<file path="src/rtl/key_debounce_pkg.sv">
// Shared types and helpers for the key debouncer: channel FSM states and
// the ms-to-cycles conversion used to size debounce/auto-repeat counters.
package key_debounce_pkg;

    typedef enum logic [1:0] {
        ST_UP,
        ST_WAIT_DOWN,
        ST_DOWN,
        ST_WAIT_UP
    } db_state_e;

    function automatic int unsigned ms_to_cycles(input int unsigned clk_hz,
                                                 input int unsigned ms);
        return clk_hz / 1000 * ms;
    endfunction

    function automatic int unsigned max2(input int unsigned a, input int unsigned b);
        return (a > b) ? a : b;
    endfunction

endpackage

</file>
<file path="src/rtl/key_debounce_if.sv">
// Key channel bundle: raw active-low key in, debounced level and event pulses out.
interface key_debounce_if #(
    parameter int W = 1
);
    logic [W-1:0] key_n;
    logic [W-1:0] level;
    logic [W-1:0] press;
    logic [W-1:0] rel;

    modport master (output key_n, input level, press, rel);
    modport slave  (input key_n, output level, press, rel);
endinterface

</file>
<file path="src/rtl/key_debounce_ch.sv">
// One debounce channel: 2-flop synchronizer, UP/WAIT_DOWN/DOWN/WAIT_UP FSM,
// saturating counters. Auto-repeat exists only with KEY_DEBOUNCE_AUTOREPEAT_EN.
module key_debounce_ch
    import key_debounce_pkg::*;
#(
    parameter int unsigned DB_CYCLES = 4
`ifdef KEY_DEBOUNCE_AUTOREPEAT_EN
    ,
    parameter int unsigned RPT_DELAY = 20,
    parameter int unsigned RPT_RATE  = 8
`endif
) (
    input  logic            clk,
    input  logic            rst_n,
    key_debounce_if.slave   bus
);

    localparam int CW = (DB_CYCLES > 1) ? $clog2(DB_CYCLES) : 1;
    localparam logic [CW-1:0] DB_LAST = CW'(DB_CYCLES - 1);

    logic [1:0]    sync_q, sync_d;
    db_state_e     state_q, state_d;
    logic [CW-1:0] cnt_q, cnt_d, cnt_inc;
    logic          level_q, level_d;
    logic          press_q, press_d;
    logic          rel_q, rel_d;
    logic          key_s;

    assign key_s   = sync_q[1];
    assign cnt_inc = (&cnt_q) ? cnt_q : cnt_q + 1'b1;

`ifdef KEY_DEBOUNCE_AUTOREPEAT_EN
    localparam int unsigned RMAX = max2(RPT_DELAY, RPT_RATE);
    localparam int RW = (RMAX > 1) ? $clog2(RMAX) : 1;
    localparam logic [RW-1:0] DELAY_LAST = RW'(RPT_DELAY - 1);
    localparam logic [RW-1:0] RATE_LAST  = RW'(RPT_RATE - 1);

    logic [RW-1:0] rpt_q, rpt_d;
    logic          rpt_fast_q, rpt_fast_d;
`endif

    always_comb begin
        sync_d  = {sync_q[0], bus.key_n[0]};
        state_d = state_q;
        cnt_d   = cnt_q;
        level_d = level_q;
        press_d = 1'b0;
        rel_d   = 1'b0;
        unique case (state_q)
            ST_UP: if (!key_s) begin
                state_d = ST_WAIT_DOWN;
                cnt_d   = '0;
            end
            ST_WAIT_DOWN: if (key_s) begin
                state_d = ST_UP;
                cnt_d   = '0;
            end else if (cnt_q == DB_LAST) begin
                state_d = ST_DOWN;
                cnt_d   = '0;
                level_d = 1'b0;
                press_d = 1'b1;
            end else begin
                cnt_d   = cnt_inc;
            end
            ST_DOWN: if (key_s) begin
                state_d = ST_WAIT_UP;
                cnt_d   = '0;
            end
            ST_WAIT_UP: if (!key_s) begin
                state_d = ST_DOWN;
                cnt_d   = '0;
            end else if (cnt_q == DB_LAST) begin
                state_d = ST_UP;
                cnt_d   = '0;
                level_d = 1'b1;
                rel_d   = 1'b1;
            end else begin
                cnt_d   = cnt_inc;
            end
            default: state_d = ST_UP;
        endcase

`ifdef KEY_DEBOUNCE_AUTOREPEAT_EN
        // Repeat timer only runs while settled in DOWN; any exit clears it.
        rpt_d      = '0;
        rpt_fast_d = 1'b0;
        if (state_q == ST_DOWN && !key_s) begin
            rpt_fast_d = rpt_fast_q;
            if (rpt_q == (rpt_fast_q ? RATE_LAST : DELAY_LAST)) begin
                press_d    = 1'b1;
                rpt_fast_d = 1'b1;
            end else begin
                rpt_d = (&rpt_q) ? rpt_q : rpt_q + 1'b1;
            end
        end
`endif
    end

    always_ff @(posedge clk or negedge rst_n) begin
        if (!rst_n) begin
            sync_q     <= 2'b11;
            state_q    <= ST_UP;
            cnt_q      <= '0;
            level_q    <= 1'b1;
            press_q    <= 1'b0;
            rel_q      <= 1'b0;
`ifdef KEY_DEBOUNCE_AUTOREPEAT_EN
            rpt_q      <= '0;
            rpt_fast_q <= 1'b0;
`endif
        end else begin
            sync_q     <= sync_d;
            state_q    <= state_d;
            cnt_q      <= cnt_d;
            level_q    <= level_d;
            press_q    <= press_d;
            rel_q      <= rel_d;
`ifdef KEY_DEBOUNCE_AUTOREPEAT_EN
            rpt_q      <= rpt_d;
            rpt_fast_q <= rpt_fast_d;
`endif
        end
    end

    assign bus.level = level_q;
    assign bus.press = press_q;
    assign bus.rel   = rel_q;

endmodule

</file>
<file path="src/rtl/key_debounce.sv">
// NUM_KEYS independent push-button debouncers feeding the key PIO.
// Define KEY_DEBOUNCE_AUTOREPEAT_EN to add hold-to-repeat on key_press.
module key_debounce
    import key_debounce_pkg::*;
#(
    parameter int unsigned NUM_KEYS        = 4,
    parameter int unsigned CLK_HZ          = 50_000_000,
    parameter int unsigned DEBOUNCE_MS     = 10,
    parameter int unsigned REPEAT_DELAY_MS = 500,
    parameter int unsigned REPEAT_RATE_MS  = 100
) (
    input  logic                ref_clk_clk,
    input  logic                ref_reset_reset,
    input  logic [NUM_KEYS-1:0] key_n_in,
    output logic [NUM_KEYS-1:0] key_0_export,
    output logic [NUM_KEYS-1:0] key_press,
    output logic [NUM_KEYS-1:0] key_release
);

    localparam int unsigned DB_CYCLES = ms_to_cycles(CLK_HZ, DEBOUNCE_MS);
`ifdef KEY_DEBOUNCE_AUTOREPEAT_EN
    localparam int unsigned RPT_DELAY = ms_to_cycles(CLK_HZ, REPEAT_DELAY_MS);
    localparam int unsigned RPT_RATE  = ms_to_cycles(CLK_HZ, REPEAT_RATE_MS);
`endif

    for (genvar i = 0; i < int'(NUM_KEYS); i++) begin : g_ch
        key_debounce_if #(.W(1)) ch_if ();

        assign ch_if.key_n      = key_n_in[i];
        assign key_0_export[i]  = ch_if.level;
        assign key_press[i]     = ch_if.press;
        assign key_release[i]   = ch_if.rel;

        key_debounce_ch #(
            .DB_CYCLES(DB_CYCLES)
`ifdef KEY_DEBOUNCE_AUTOREPEAT_EN
            ,
            .RPT_DELAY(RPT_DELAY),
            .RPT_RATE (RPT_RATE)
`endif
        ) u_ch (
            .clk  (ref_clk_clk),
            .rst_n(ref_reset_reset),
            .bus  (ch_if.slave)
        );
    end

endmodule

</file>
<file path="config.mk">
export PLATFORM = sky130hd
export DESIGN_NAME = key_debounce
export DESIGN_NICKNAME = d
export VERILOG_FILES = /design/src/rtl/key_debounce_pkg.sv /design/src/rtl/key_debounce_if.sv /design/src/rtl/key_debounce_ch.sv /design/src/rtl/key_debounce.sv
export SDC_FILE = /design/constraint.sdc
export NUM_CORES = 1
export LEC_CHECK = 0
export BUFFER_PORTS_ARGS = -buffer_cell sky130_fd_sc_hd__buf_4
export CAP_MARGIN = 40
export CORE_ASPECT_RATIO = 0.6
export CORE_MARGIN = 2
export CORE_UTILIZATION = 37
export DETAILED_ROUTE_END_ITERATION = 16
export SLEW_MARGIN = 25
export SYNTH_ARGS = -nofsm -noshare
export SYNTH_HDL_FRONTEND = slang
export SYNTH_HIERARCHICAL = 1
export SYNTH_SLANG_ARGS = --single-unit
</file>
<file path="constraint.sdc">
create_clock -name ref_clk_clk -period 4.75 [get_ports ref_clk_clk]
set_input_delay 0 -clock ref_clk_clk [delete_from_list [all_inputs] [get_ports ref_clk_clk]]
set_output_delay 0 -clock ref_clk_clk [all_outputs]
set_load 0.01 [all_outputs]
</file>
==> flow_summary.rst <==
.. list-table::
   :header-rows: 1

   * - Metric
     - Value
   * - Outcome
     - finished, final reports clean
   * - DIE AREA
     - 17000 sq um
   * - I/O pin count
     - 18
   * - Power share of the combinational group
     - approximately 23%
   * - Worst min path class
     - in2async
   * - Number of sinks on the clock net
     - between 100 and 150
   * - Worst-path maximum fanout
     - 17
   * - Inserted Clock Buffers
     - 9
   * - EDFF count, synth
     - 0
   * - Number of nets in the synthesized netlist
     - approximately 650
   * - Fraction of final layout cells sized beyond drive strength 1
     - 13.1%
   * - Min cycle time layout
     - roughly 2200 ps
   * - Slew Viols, Final
     - 0
   * - Leakage power summed over all cells
     - around 2.5 nW
   * - WP data arrival
     - between 2000 and 2500 ps
   * - Fin. Hold Viols
     - 0
   * - Number of input and output port buffers inserted
     - 17
   * - Starting Density
     - a little under two fifths
   * - End of the worst register-to-register path
     - g_ch[3].u_ch/cnt_q[9]
   * - # rows
     - 35
   * - Power density normalized to cell area
     - ~350 nW/um^2
   * - Mapped cell area
     - approximately 5900 sq um
   * - Top flip-flop cell by instance count after synthesis
     - dfrtp_1
   * - Peak Freq
     - approximately 440 MHz
   * - Number of cells produced by synthesis
     - around 640
   * - Library cells used by synthesis
     - roughly 60
   * - Maximum number of pins on one net before global-route repair
     - between 40 and 50
   * - Final count of negative-setup-slack endpoints
     - 0
   * - Crit. End Element
     - flop
   * - Wire per inst
     - roughly 16 um
   * - Net switching power
     - 0.745 mW
   * - Launch point of the worst path
     - g_ch[3].u_ch/cnt_q[0]
   * - Clock tree from TritonCTS
     - built
   * - Count of nets left with antenna violations after detail routing
     - 0
   * - Number of optimization iterations in the first detailed-route pass
     - 5
   * - RSZ-0062 raised after global routing
     - false
   * - Routability congestion estimate from global placement
     - ~0.90
   * - Worst setup endpoint
     - g_ch[3].u_ch/cnt_q[9]
   * - Cell chosen for the clock root
     - clkbuf_16
   * - Synthesis-to-finish area growth
     - 9.14%
   * - Net count reported at finish
     - about 650
   * - Final hold slack
     - 148 ps
   * - Startpoint of the most critical register-to-register path
     - g_ch[3].u_ch/cnt_q[0]
   * - GRT overflow
     - 0
   * - Yosys synthesis warning count
     - 6
   * - Mean number of vias per cell
     - between 5 and 6
   * - Placeable Area
     - about 15000 sq um
   * - Pin slew with the least headroom to its limit
     - ~800 ps
   * - Reg-to-reg slack, setup
     - approximately 2500 ps
   * - Sequential fraction of the synthesis area
     - between 40% and 50%
   * - Proportion of total power due to net switching
     - between 30% and 40%
   * - Clock Power Share
     - around a third
   * - Clock transition at the registers of the reported paths
     - around 70 ps
   * - Number of setup buffers added after CTS
     - 0
   * - Worst Slack Setup Final
     - approximately 2500 ps
   * - Share of flip-flops with an asynchronous set or reset
     - between 90% and 100%
   * - Clk_lat worst skew
     - 350 ps
   * - GRT Overall Usage
     - approximately 17%
   * - Sequential cell fraction of total power
     - 44.8%
   * - Final HPWL from detailed placement
     - between 9000 and 10000 um
   * - H-tree level count
     - 3
   * - Height of the die
     - a little over 100 um
   * - Avg Inst Size Synth
     - around 9.3 sq um
   * - Utilization after layout
     - around two fifths
   * - Global-route wire length before repair
     - 23500 um
   * - DR DRC count
     - 0
   * - PnR Total Power
     - around 2.3 mW
   * - Total of max-cap violations
     - 0
   * - Diodes inserted
     - 0
   * - Sum Neg Setup Slack
     - 0 ps
   * - Internal power contribution
     - about 1.5 mW
   * - Worst-case reg-to-reg path depth
     - 7
   * - Initial antenna violation count
     - 0
   * - Setup Crit Path Kind
     - reg2reg
   * - Clock skew
     - about 6.1 ps
   * - Detailed Route WL
     - about 14000 um
   * - Via count of the first global-routing pass
     - 4643
   * - Iteration-0 DRC count of the detailed router
     - between 400 and 500
   * - Worst vdd ir
     - around 0.24 mV
   * - DIE WIDTH
     - between 150 and 200 um
   * - Crit start category
     - flop
   * - Required time of the critical path
     - 4990 ps
   * - #FFs+latches synth
     - 104
   * - Post-placement worst setup slack
     - between 2000 and 2500 ps
   * - Final cycle utilization of the critical path
     - between 40 and 50%
   * - Worst slew margin relative to its limit
     - between 40% and 50%
   * - Via total after detailed routing
     - 5052
   * - Maximum clock insertion buffer count
     - 2
[final cells by class]
| cell class | count | area [sq um] |
|---|---|---|
| Fill cell | 1498 | 9020 |
| Tap cell | 203 | 254 |
| Clock inverter | 3 | 45.0 |
| Inverter | 22 | 82.6 |
| Clock buffer | 13 | 240 |
| Multi-Input combinational cell | 472 | 2940 |
| Timing Repair Buffer | 28 | 262 |
| Sequential cell | 104 | 2620 |
[registers in the layout, indices dropped and copies added, names as in the netlist, named ones only]
signal,flops
g_ch.u_ch/bus.press,4
g_ch.u_ch/state_q,4
g_ch.u_ch/bus.rel,4
g_ch.u_ch/sync_q,8
g_ch.u_ch/bus.level,4
g_ch.u_ch/cnt_q,76
[kinds of logic after synthesis]
kind of cell	after synthesis	share of synthesized area (%)
compound gates	207	22.6
xor+xnor	4	0.594
fa+ha+maj	4	0.848
buf+inv	60	5.83
flops	104	44.4
mux	4	0.678
simple gates	253	25.1
[power groups by stage]
stage	Clock, mW	Sequential (mW)	Combinational [mW]
6_report	0.737	1.02	0.520
3_3_place_gp	0	1.03	0.462
5_1_grt	0.797	1.03	0.580
2_1_floorplan	0	1.02	0.400
3_5_place_dp	0	1.03	0.491
4_1_cts	0.764	1.02	0.494
[cells in the final DEF (no fill, tap or decap), drive strengths merged, types with 4 or more instances in the layout]
cell type,n
nand2,55
o2bb2ai,4
ha,4
o31ai,4
o221ai,4
and3,13
nor3,17
buf,23
inv,22
and2,8
nand4,24
a31oi,29
o21ai,42
a41oi,14
dlygate4sd3,5
o31a,5
clkbuf,13
a21o,5
a21oi,71
or2,4
or4,4
o211ai,7
a32o,4
nand3,46
nor2,40
dfstp,12
nor4,15
xnor2,4
and4,12
dfrtp,92
or3,7
mux2i,4
[worst min path at each step]
stage	endpoint	slack (ps)
floorplan	asynchronous set/reset pin	-300
global placement	g_ch[3].u_ch/cnt_q[17]	-7
detailed placement	g_ch[3].u_ch/cnt_q[17]	2
CTS	g_ch[3].u_ch/cnt_q[17]	160
global route	g_ch[3].u_ch/cnt_q[17]	200
finish	g_ch[3].u_ch/cnt_q[17]	150
[cells in the mapped netlist, types with 5 or more instances]
cell	instances	area, sq um
nor3_1	17	85.1
buf_2	11	55.1
and4_1	11	96.3
nand2_1	54	203
nand3_1	40	200
a41oi_1	14	123
buf_6	8	90.1
dfrtp_1	92	2300
inv_1	22	82.6
dfstp_2	12	315
a31oi_1	29	181
nand4_2	6	75.1
nand3_2	6	60.1
or3_1	6	37.5
nand4_1	18	113
and3_1	12	75.1
and2_1	8	50.1
o21ai_1	17	85.1
buf_4	12	90.1
nor4_2	9	113
clkbuf_1	7	26.3
o21ai_0	24	120
nor2_1	40	150
a21oi_1	70	350
nor4_1	5	31.3
[routing by layer]
metal	track usage [%]	part of all wire [%]	wire, um
met5	0	0	0
met4	4.77	0.44	61
met3	3.76	6.4	885
met2	23.5	42	5800
met1	26.0	51	7120
[timing repair]
item	4_1_cts	5_1_grt
hold buffers	5	0
gates resized for setup	0	0
hold endpoints to repair	41	0
setup endpoints to repair	0	0
[per-stage QoR]
| step | cell area (sq um) | instances |
|---|---|---|
| after global routing | 6440 | 845 |
| after CTS | 6400 | 842 |
| after global placement | 6030 | 819 |
| final | 6440 | 845 |
| after detailed placement | 6060 | 821 |
| after floorplan | 5900 | 636 |
[critical path, cell delays in order (launching register included)]
cell	delay, ps
dfrtp_1	380
ha_1	230
nand4_1	150
nor4b_1	540
a21oi_2	260
buf_6	220
and3_1	150
o22a_1	190
No activity file was read; power rests on OpenSTA's default activity.
